`config.mk`:
```
export PLATFORM = sky130hd
export DESIGN_NAME = ps2_key_decoder
export DESIGN_NICKNAME = d
export VERILOG_FILES = /design/src/rtl/ps2_key_decoder.sv
export SDC_FILE = /design/constraint.sdc
export NUM_CORES = 1
export LEC_CHECK = 0
export BUFFER_PORTS_ARGS = -buffer_cell sky130_fd_sc_hd__buf_2
export CORE_ASPECT_RATIO = 1.4
export CORE_MARGIN = 4
export CORE_UTILIZATION = 47
export DETAILED_ROUTE_END_ITERATION = 6
export HOLD_SLACK_MARGIN = 0.03
export SETUP_SLACK_MARGIN = 0.02
export SKIP_CTS_REPAIR_TIMING = 1
export SYNTH_ARGS = -nofsm -noshare
export SYNTH_HDL_FRONTEND = slang
export SYNTH_SLANG_ARGS = --single-unit
```
`constraint.sdc`:
```
create_clock -name clk -period 6.8 [get_ports clk]
set_input_delay 1.02 -clock clk [delete_from_list [all_inputs] [get_ports clk]]
set_output_delay 1.02 -clock clk [all_outputs]
set_load 0.005 [all_outputs]
```
`src/rtl/ps2_key_decoder.sv`:
```
// rtl/ps2_key_decoder.sv - PS/2 scan-code decoder: prefix parsing, modifiers, ASCII, event FIFO, press counter
// Optional typematic repeat filter enabled by defining KBD_REPEAT_FILTER_EN.
module ps2_key_decoder #(
  parameter int DEPTH = 8,
  parameter int CNT_W = 8
) (
  input  logic                     clk,
  input  logic                     clrn,
  input  logic [7:0]               rx_data,
  input  logic                     rx_ready,
  output logic                     rx_nextdata_n,
  output logic                     ev_valid,
  input  logic                     ev_ready,
  output logic [7:0]               ev_code,
  output logic                     ev_ext,
  output logic                     ev_break,
  output logic [7:0]               ev_ascii,
  output logic                     shift_st,
  output logic                     ctrl_st,
  output logic                     caps_st,
  output logic [$clog2(DEPTH):0]   fifo_cnt,
  output logic                     overflow,
  output logic [CNT_W-1:0]         press_cnt
);
  localparam int AW = $clog2(DEPTH);

  typedef enum logic [1:0] {S_IDLE, S_ACK, S_DEC} state_t;

  state_t           r_state;
  logic [7:0]       r_byte;
  logic             r_nd_n;
  logic             r_ext_p;
  logic             r_brk_p;
  logic             r_lshift;
  logic             r_rshift;
  logic             r_ctrl;
  logic             r_caps;
  logic             r_ovf;
  logic [CNT_W-1:0] r_press;
  logic [17:0]      r_mem [DEPTH];
  logic [AW-1:0]    r_wp;
  logic [AW-1:0]    r_rp;
  logic [AW:0]      r_cnt;

  logic       w_key, w_make, w_rep, w_emit;
  logic       w_is_lsh, w_is_rsh, w_is_ctrl, w_is_caps;
  logic       w_lsh_n, w_rsh_n, w_ctrl_n, w_caps_n, w_shift_n;
  logic       w_letter;
  logic [7:0] w_lower, w_sym, w_ascii;
  logic       w_full, w_pop, w_push;
  logic [17:0] w_head;

  assign w_key  = (r_state == S_DEC) && (r_byte != 8'hE0) && (r_byte != 8'hF0);
  assign w_make = w_key && !r_brk_p;
  assign w_emit = w_key && !w_rep;

  assign w_is_lsh  = !r_ext_p && (r_byte == 8'h12);
  assign w_is_rsh  = !r_ext_p && (r_byte == 8'h59);
  assign w_is_ctrl = (r_byte == 8'h14);
  assign w_is_caps = !r_ext_p && (r_byte == 8'h58);

  // Modifier state as it will be after this key, so the lookup sees it
  assign w_lsh_n   = (w_emit && w_is_lsh)  ? !r_brk_p : r_lshift;
  assign w_rsh_n   = (w_emit && w_is_rsh)  ? !r_brk_p : r_rshift;
  assign w_ctrl_n  = (w_emit && w_is_ctrl) ? !r_brk_p : r_ctrl;
  assign w_caps_n  = (w_emit && w_make && w_is_caps) ? !r_caps : r_caps;
  assign w_shift_n = w_lsh_n | w_rsh_n;

`ifdef KBD_REPEAT_FILTER_EN
  logic       r_held_v;
  logic       r_held_ext;
  logic [7:0] r_held_code;
  logic       w_held_match;

  assign w_held_match = r_held_v && (r_held_ext == r_ext_p) && (r_held_code == r_byte);
  assign w_rep        = w_make && w_held_match;

  always_ff @(posedge clk or negedge clrn) begin
    if (!clrn) begin
      r_held_v    <= 1'b0;
      r_held_ext  <= 1'b0;
      r_held_code <= 8'h00;
    end else if (w_key) begin
      if (!r_brk_p && !w_held_match) begin
        r_held_v    <= 1'b1;
        r_held_ext  <= r_ext_p;
        r_held_code <= r_byte;
      end else if (r_brk_p && w_held_match) begin
        r_held_v <= 1'b0;
      end
    end
  end
`else
  assign w_rep = 1'b0;
`endif

  always_comb begin
    w_letter = 1'b1;
    w_lower  = 8'h00;
    w_sym    = 8'h00;
    case (r_byte)
      8'h1C: w_lower = 8'h61;  8'h32: w_lower = 8'h62;  8'h21: w_lower = 8'h63;
      8'h23: w_lower = 8'h64;  8'h24: w_lower = 8'h65;  8'h2B: w_lower = 8'h66;
      8'h34: w_lower = 8'h67;  8'h33: w_lower = 8'h68;  8'h43: w_lower = 8'h69;
      8'h3B: w_lower = 8'h6A;  8'h42: w_lower = 8'h6B;  8'h4B: w_lower = 8'h6C;
      8'h3A: w_lower = 8'h6D;  8'h31: w_lower = 8'h6E;  8'h44: w_lower = 8'h6F;
      8'h4D: w_lower = 8'h70;  8'h15: w_lower = 8'h71;  8'h2D: w_lower = 8'h72;
      8'h1B: w_lower = 8'h73;  8'h2C: w_lower = 8'h74;  8'h3C: w_lower = 8'h75;
      8'h2A: w_lower = 8'h76;  8'h1D: w_lower = 8'h77;  8'h22: w_lower = 8'h78;
      8'h35: w_lower = 8'h79;  8'h1A: w_lower = 8'h7A;
      default: begin
        w_letter = 1'b0;
        case (r_byte)
          8'h45: w_sym = 8'h30;  8'h16: w_sym = 8'h31;  8'h1E: w_sym = 8'h32;
          8'h26: w_sym = 8'h33;  8'h25: w_sym = 8'h34;  8'h2E: w_sym = 8'h35;
          8'h36: w_sym = 8'h36;  8'h3D: w_sym = 8'h37;  8'h3E: w_sym = 8'h38;
          8'h46: w_sym = 8'h39;  8'h29: w_sym = 8'h20;  8'h5A: w_sym = 8'h0D;
          8'h66: w_sym = 8'h08;
          default: w_sym = 8'h00;
        endcase
      end
    endcase

    w_ascii = 8'h00;
    if (!r_ext_p) begin
      if (!w_letter)
        w_ascii = w_sym;
      else if (w_ctrl_n)
        w_ascii = w_lower & 8'h1F;
      else if (w_shift_n ^ w_caps_n)
        w_ascii = w_lower - 8'h20;
      else
        w_ascii = w_lower;
    end
  end

  always_ff @(posedge clk or negedge clrn) begin
    if (!clrn) begin
      r_state  <= S_IDLE;
      r_byte   <= 8'h00;
      r_nd_n   <= 1'b1;
      r_ext_p  <= 1'b0;
      r_brk_p  <= 1'b0;
      r_lshift <= 1'b0;
      r_rshift <= 1'b0;
      r_ctrl   <= 1'b0;
      r_caps   <= 1'b0;
      r_press  <= '0;
    end else begin
      case (r_state)
        S_IDLE: begin
          if (rx_ready) begin
            r_byte  <= rx_data;
            r_nd_n  <= 1'b0;
            r_state <= S_ACK;
          end
        end
        S_ACK: begin
          r_nd_n  <= 1'b1;
          r_state <= S_DEC;
        end
        S_DEC: begin
          r_state <= S_IDLE;
          if (r_byte == 8'hE0) begin
            r_ext_p <= 1'b1;
          end else if (r_byte == 8'hF0) begin
            r_brk_p <= 1'b1;
          end else begin
            r_ext_p  <= 1'b0;
            r_brk_p  <= 1'b0;
            r_lshift <= w_lsh_n;
            r_rshift <= w_rsh_n;
            r_ctrl   <= w_ctrl_n;
            r_caps   <= w_caps_n;
            if (w_emit && w_make)
              r_press <= r_press + 1'b1;
          end
        end
        default: r_state <= S_IDLE;
      endcase
    end
  end

  assign w_full = (r_cnt == (AW+1)'(DEPTH));
  assign w_pop  = (r_cnt != '0) && ev_ready;
  assign w_push = w_emit && (!w_full || w_pop);

  always_ff @(posedge clk) begin
    if (w_push)
      r_mem[r_wp] <= {r_byte, r_ext_p, r_brk_p, w_ascii};
  end

  always_ff @(posedge clk or negedge clrn) begin
    if (!clrn) begin
      r_wp  <= '0;
      r_rp  <= '0;
      r_cnt <= '0;
      r_ovf <= 1'b0;
    end else begin
      if (w_push)
        r_wp <= r_wp + 1'b1;
      if (w_pop)
        r_rp <= r_rp + 1'b1;
      if (w_push && !w_pop)
        r_cnt <= r_cnt + 1'b1;
      else if (!w_push && w_pop)
        r_cnt <= r_cnt - 1'b1;
      if (w_emit && w_full && !w_pop)
        r_ovf <= 1'b1;
    end
  end

  assign w_head        = r_mem[r_rp];
  assign ev_valid      = (r_cnt != '0);
  assign ev_code       = ev_valid ? w_head[17:10] : 8'h00;
  assign ev_ext        = ev_valid & w_head[9];
  assign ev_break      = ev_valid & w_head[8];
  assign ev_ascii      = ev_valid ? w_head[7:0] : 8'h00;
  assign rx_nextdata_n = r_nd_n;
  assign shift_st      = r_lshift | r_rshift;
  assign ctrl_st       = r_ctrl;
  assign caps_st       = r_caps;
  assign fifo_cnt      = r_cnt;
  assign overflow      = r_ovf;
  assign press_cnt     = r_press;

endmodule
```
* After elaboration in Yosys (flattened, before gate mapping)
Memories as Yosys holds them, arrays and structs flattened. Index checks and enable logic that the tools add are counted.
Storage, ports and cells: register bits after elaboration 36, bits in latches 0, RAM bits 144, bits in read-only memories 0, input port bits 12, output and inout port bits 36, logic and storage cells 140, memories kept 1
Memories:
- r_mem | depth 8, width 18, read ports 1, clocked after Yosys merged registers in 0, wr ports 1, RTL line 40 | logic [17:0] r_mem [DEPTH];
Cells by class: add/subtract/negate cells 6, multiply operators 0, div/mod/pow operators 0, $lt $le $gt $ge 0, equality and inequality tests 52, shift-type cells 0, muxes and demuxes 25, bitwise gates (word level) 7, reductions and logical operators 35
Operator list (count):
- == test 8 x 6 -> 1 bit, second input constant | 23
- case mux 7 bit (26 select lines) | 1
- == test 8 x 7 -> 1 bit, second input constant | 11
- case mux 6 bit (13 select lines) | 1
- == test 8 x 5 -> 1 bit, second input constant | 9
- 2-to-1 mux 8 bit | 6
- OR reduction 26 bit | 1
- logical AND 1 bit | 17
- == test 8 bit, second input constant | 2
- != test 8 bit, second input constant | 2
- 2-to-1 mux 1 bit | 11
- adder 8 x 1 -> 8 bit, second input constant | 1
- 2-to-1 mux 4 bit | 2
- AND reduction 2 bit | 4
- subtractor 8 x 6 -> 8 bit, second input constant | 1
- adder 3 x 1 -> 3 bit, second input constant | 2
- logical NOT 1 bit | 6
- 2-to-1 mux 6 bit | 1
- adder 4 x 1 -> 4 bit, second input constant | 1
- == test 4 bit, second input constant | 1
- != test 2 bit, second input constant | 2
- case mux 2 bit (2 select lines) | 1
- AND reduction 4 bit | 1
- nonzero test 2 bit | 2
- 13 further kinds | 16

* Logic depth before layout (Yosys ltp)
depth after elaboration 12, mapped depth 13, depth with buffers taken out 11

* Least setup slack after synthesis
No wires, ideal clock.
path kind input -> register, from in ev_ready, to mem r_mem[0][0] (enable), setup time 0.416 ns, arrival 2.793 ns, data required time 6.384 ns, slack 3.591 ns, stages 6, path buffers 1, path through nand2b_1 nor4_1 nor2b_1 buf_2 nand2b_1 nor3_1
On the way: longest elaborated chain between the ends 5
RTL lines:
- start, declared | RTL line 13 | input logic ev_ready,
- logical AND 1 bit | RTL line 185 | assign w_pop = (r_cnt != '0) && ev_ready;
- logical OR 1 bit | RTL line 186 | assign w_push = w_emit && (!w_full || w_pop);
- logical AND 1 bit | RTL line 186
- via w_push | RTL line 50 | logic w_full, w_pop, w_push;
- 2-to-1 mux 1 bit | RTL line 189 | if (w_push)
- 2-to-1 mux 1 bit (implied by the code) | RTL line 190 | r_mem[r_wp] <= {r_byte, r_ext_p, r_brk_p, w_ascii};
- end, declared | RTL line 40
The timed path passes the listed nets, and every way through them passes these cells.

* Final worst setup path
from reg r_byte[1], to mem r_mem[6][6] (data pin)
On the way: longest elaborated chain between the ends 12, elaborated cells between the ends (all ways) 57, classes of those cells add/sub (1); eq/ne (32); mux (10); bitwise (2); reduce/logical (12)
RTL lines:
- start, declared | RTL line 30 | logic [7:0] r_byte;
- start signal, assigned | RTL line 153 | r_byte <= rx_data;
- branches (longest 10 deep; another with subtractor 8 x 6 -> 8 bit)
- 2-to-1 mux 8 bit (*) | RTL line 126 | if (!w_letter)
- 2-to-1 mux 8 bit (*) | RTL line 125 | if (!r_ext_p) begin
- via w_ascii[6] | RTL line 49 | logic [7:0] w_lower, w_sym, w_ascii;
Mark *: on every way through the listed nets, which the timed path passes.

==> impl_metrics.ini <==
[run_status]
outcome = complete, no violations

[synth]
syn-num-nets = 532
synthArstFlopShare = 0.200
synth_area_um2 = 8180
synth_edf_count = 144
synth_ff_type = edfxtp_1
yosysSeqAreaShare = 0.639
synth_top_area_frac = 0.529
synth_cell_types = 67
synth-seq-cells = 180
syn_avg_cell_area_um2 = 16.0
netlist_instances = 511
ys.warnings.count = 0
synth_top_area_cell = edfxtp_1
synthTopCellsByArea = edfxtp_1 53%, dfrtp_1 11%, mux4_2 9.9%, mux2i_1 2.4%, nor2_1 1.6%

[worst_hold_path]
hold_path_depth = 1
hold_path_class = flip-flop to flip-flop

[cts]
clk_pin_slew_ns = 0.07
clock-sinks = 180
htree_levels = 4
cts_made_buffers = 17
clk_path_buf_depth = 2
clockRootBuffer = clkbuf_16
worstSkewPairLatency_ns = 0.43
cts_tree = yes

[global_route]
grt_pass1_wl_um = 27600
grt_max_degree = 37
track_usage = 0.185
overflow = 0
grt_pass1_vias = 4930
antenna_found_initial = 0

[power]
powerDensity_nw_per_um2 = 398
finalPower_mw = 3.70
leakage_nw = 3.32
ir_drop_mv = 0.192

[worst_setup_path]
reg2reg_depth = 7
cp_max_fo = 31
cp-end-kind = flip-flop
worstSetupPathType = flip-flop to flip-flop
critPathArrivalTime_ns = 3.90
startpoint_type = flip-flop
critPathRequiredTime_ns = 6.86

[placed_design]
portBuffers = 47
gp_routability_congestion = 0.936
dp.final_hpwl_um = 10500
dp_cells = 773

[layout]
fin_util = 0.548
final_cell_count_no_fill = 805
nets = 581
final_common_cell = edfxtp_1
layout_common_cells = 144 x edfxtp_1, 47 x buf_2, 36 x mux4_2
area_growth_pct = 13.5
drive_gt1_frac = 0.290
antenna_cells = 0

[detailed_routing]
postRouteAntennaNets = 0
top_layer = met4
wirelength_um = 16900
wl_met1_um = 6920
drc = 0
routed-wl-met2_um = 8860
wl_per_cell_um = 21.0
vias = 4627
drtPass1Iterations = 4
dr_wl_met3_um = 780
first_iter_violations = 270
post_drt_via_cell_ratio = 5.75

[sta]
finalHoldViolations = 0
final.setup.tns_ns = 0
fin_crit_sh = 0.565
fin_crit_ns = 3.84
slew_headroom = 0.238
grt_setup_unrepaired = false
setup_viol = 0
fmax_mhz = 260
worstMarginPinSlew_ns = 1.13
maxSlewViolCount = 0
finalHoldWorstSlack_ns = 0.468
finClkSkew_ns = 0.0107

[floorplan]
core_um2 = 17000
die-area_um2 = 19600
die_w_um = 119
die_height_um = 164
start_util = 0.482
io_pins = 48
num_rows = 56

[run]
maxCapViolCount = 0
==> flip-flops by register name, indices dropped and copies added (netlist names) <==
signal / count
r_mem: 144
press_cnt: 8
r_byte: 8
fifo_cnt: 4
r_rp: 3
r_wp: 3
r_state: 2
caps_st: 1
ctrl_st: 1
overflow: 1
r_brk_p: 1
r_ext_p: 1
r_lshift: 1
r_rshift: 1
rx_nextdata_n: 1
==> logic make-up after synthesis <==
family,synth area share
AOI/OAI and AO/OA,0.0560
xor gates and xnor gates,0.0214
adders and majority gates,0.0147
buffers and inverters,0.0269
DFF,0.639
muxes,0.135
and+or+nand+nor,0.107
==> cells in the mapped netlist (all sizes together), types with 3 or more instances <==
master  instances
a32oi           3
mux2            8
xor2            7
nor3            8
nor2           36
a31o            3
mux2i          20
xnor2          13
nor4            5
ha              8
nand4           7
o21ai          14
a21oi           8
mux4           36
nand2          20
edfxtp        144
nand2b          9
inv            12
buf            23
a31oi           9
nor4b           8
and4bb          3
nand3           9
o211ai          5
nor2b           9
dfrtp          35
clkbuf          9
nor3b           8
and3            5
==> metrics by stage <==
stage	area [µm²]	setup slack [ns]
global placement	8650	3.30
global route	9290	2.66
finish	9290	2.96
CTS	9290	2.99
floorplan	8180	3.59
detailed placement	8650	2.99
==> worst max-delay path: stages (launching register included) <==
cell	delay [ns]
dfrtp_1	0.95
nor2_1	0.27
a311oi_4	0.49
nand4_1	0.17
xor2_1	0.32
xnor2_1	0.13
ha_1	0.20
nor4_1	0.94
==> power by group <==
group	total (mW)	internal (mW)	leakage (nW)	switching, mW
Sequential	1.57	1.37	1.76	0.195
Combinational	1.12	0.543	1.24	0.580
Clock	1.01	0.594	0.319	0.411
==> final timing paths <==
check,startpoint,end,slack (ns)
worst min-delay path,overflow,overflow,0.47
min in group asynchronous,clrn,press_cnt[5],0.68
worst max register to register,r_byte[1],r_mem[6][6],2.96
worst min register to register,overflow,overflow,0.47
worst max-delay path,r_byte[1],r_mem[6][6],2.96
max in group asynchronous,clrn,r_rp[0],5.56
==> layer usage <==
metal | global-route usage | up-vias
met5 | 0 | -
met4 | 0.0714 | 0
met3 | 0.0358 | 28
met2 | 0.319 | 123
met1 | 0.233 | 2384
li1 | - | 2092
==> final cells by class <==
type                    count  area, µm²
well taps                 232        290
fillers                  1385       7670
flip-flops and latches    180       5230
clock buffers              23        564
clock inverters             9       68.8
inverters                  12       45.0
repair buffers             62        348
multi-input cells         287       2740
Power figures use the tool's default switching activity.
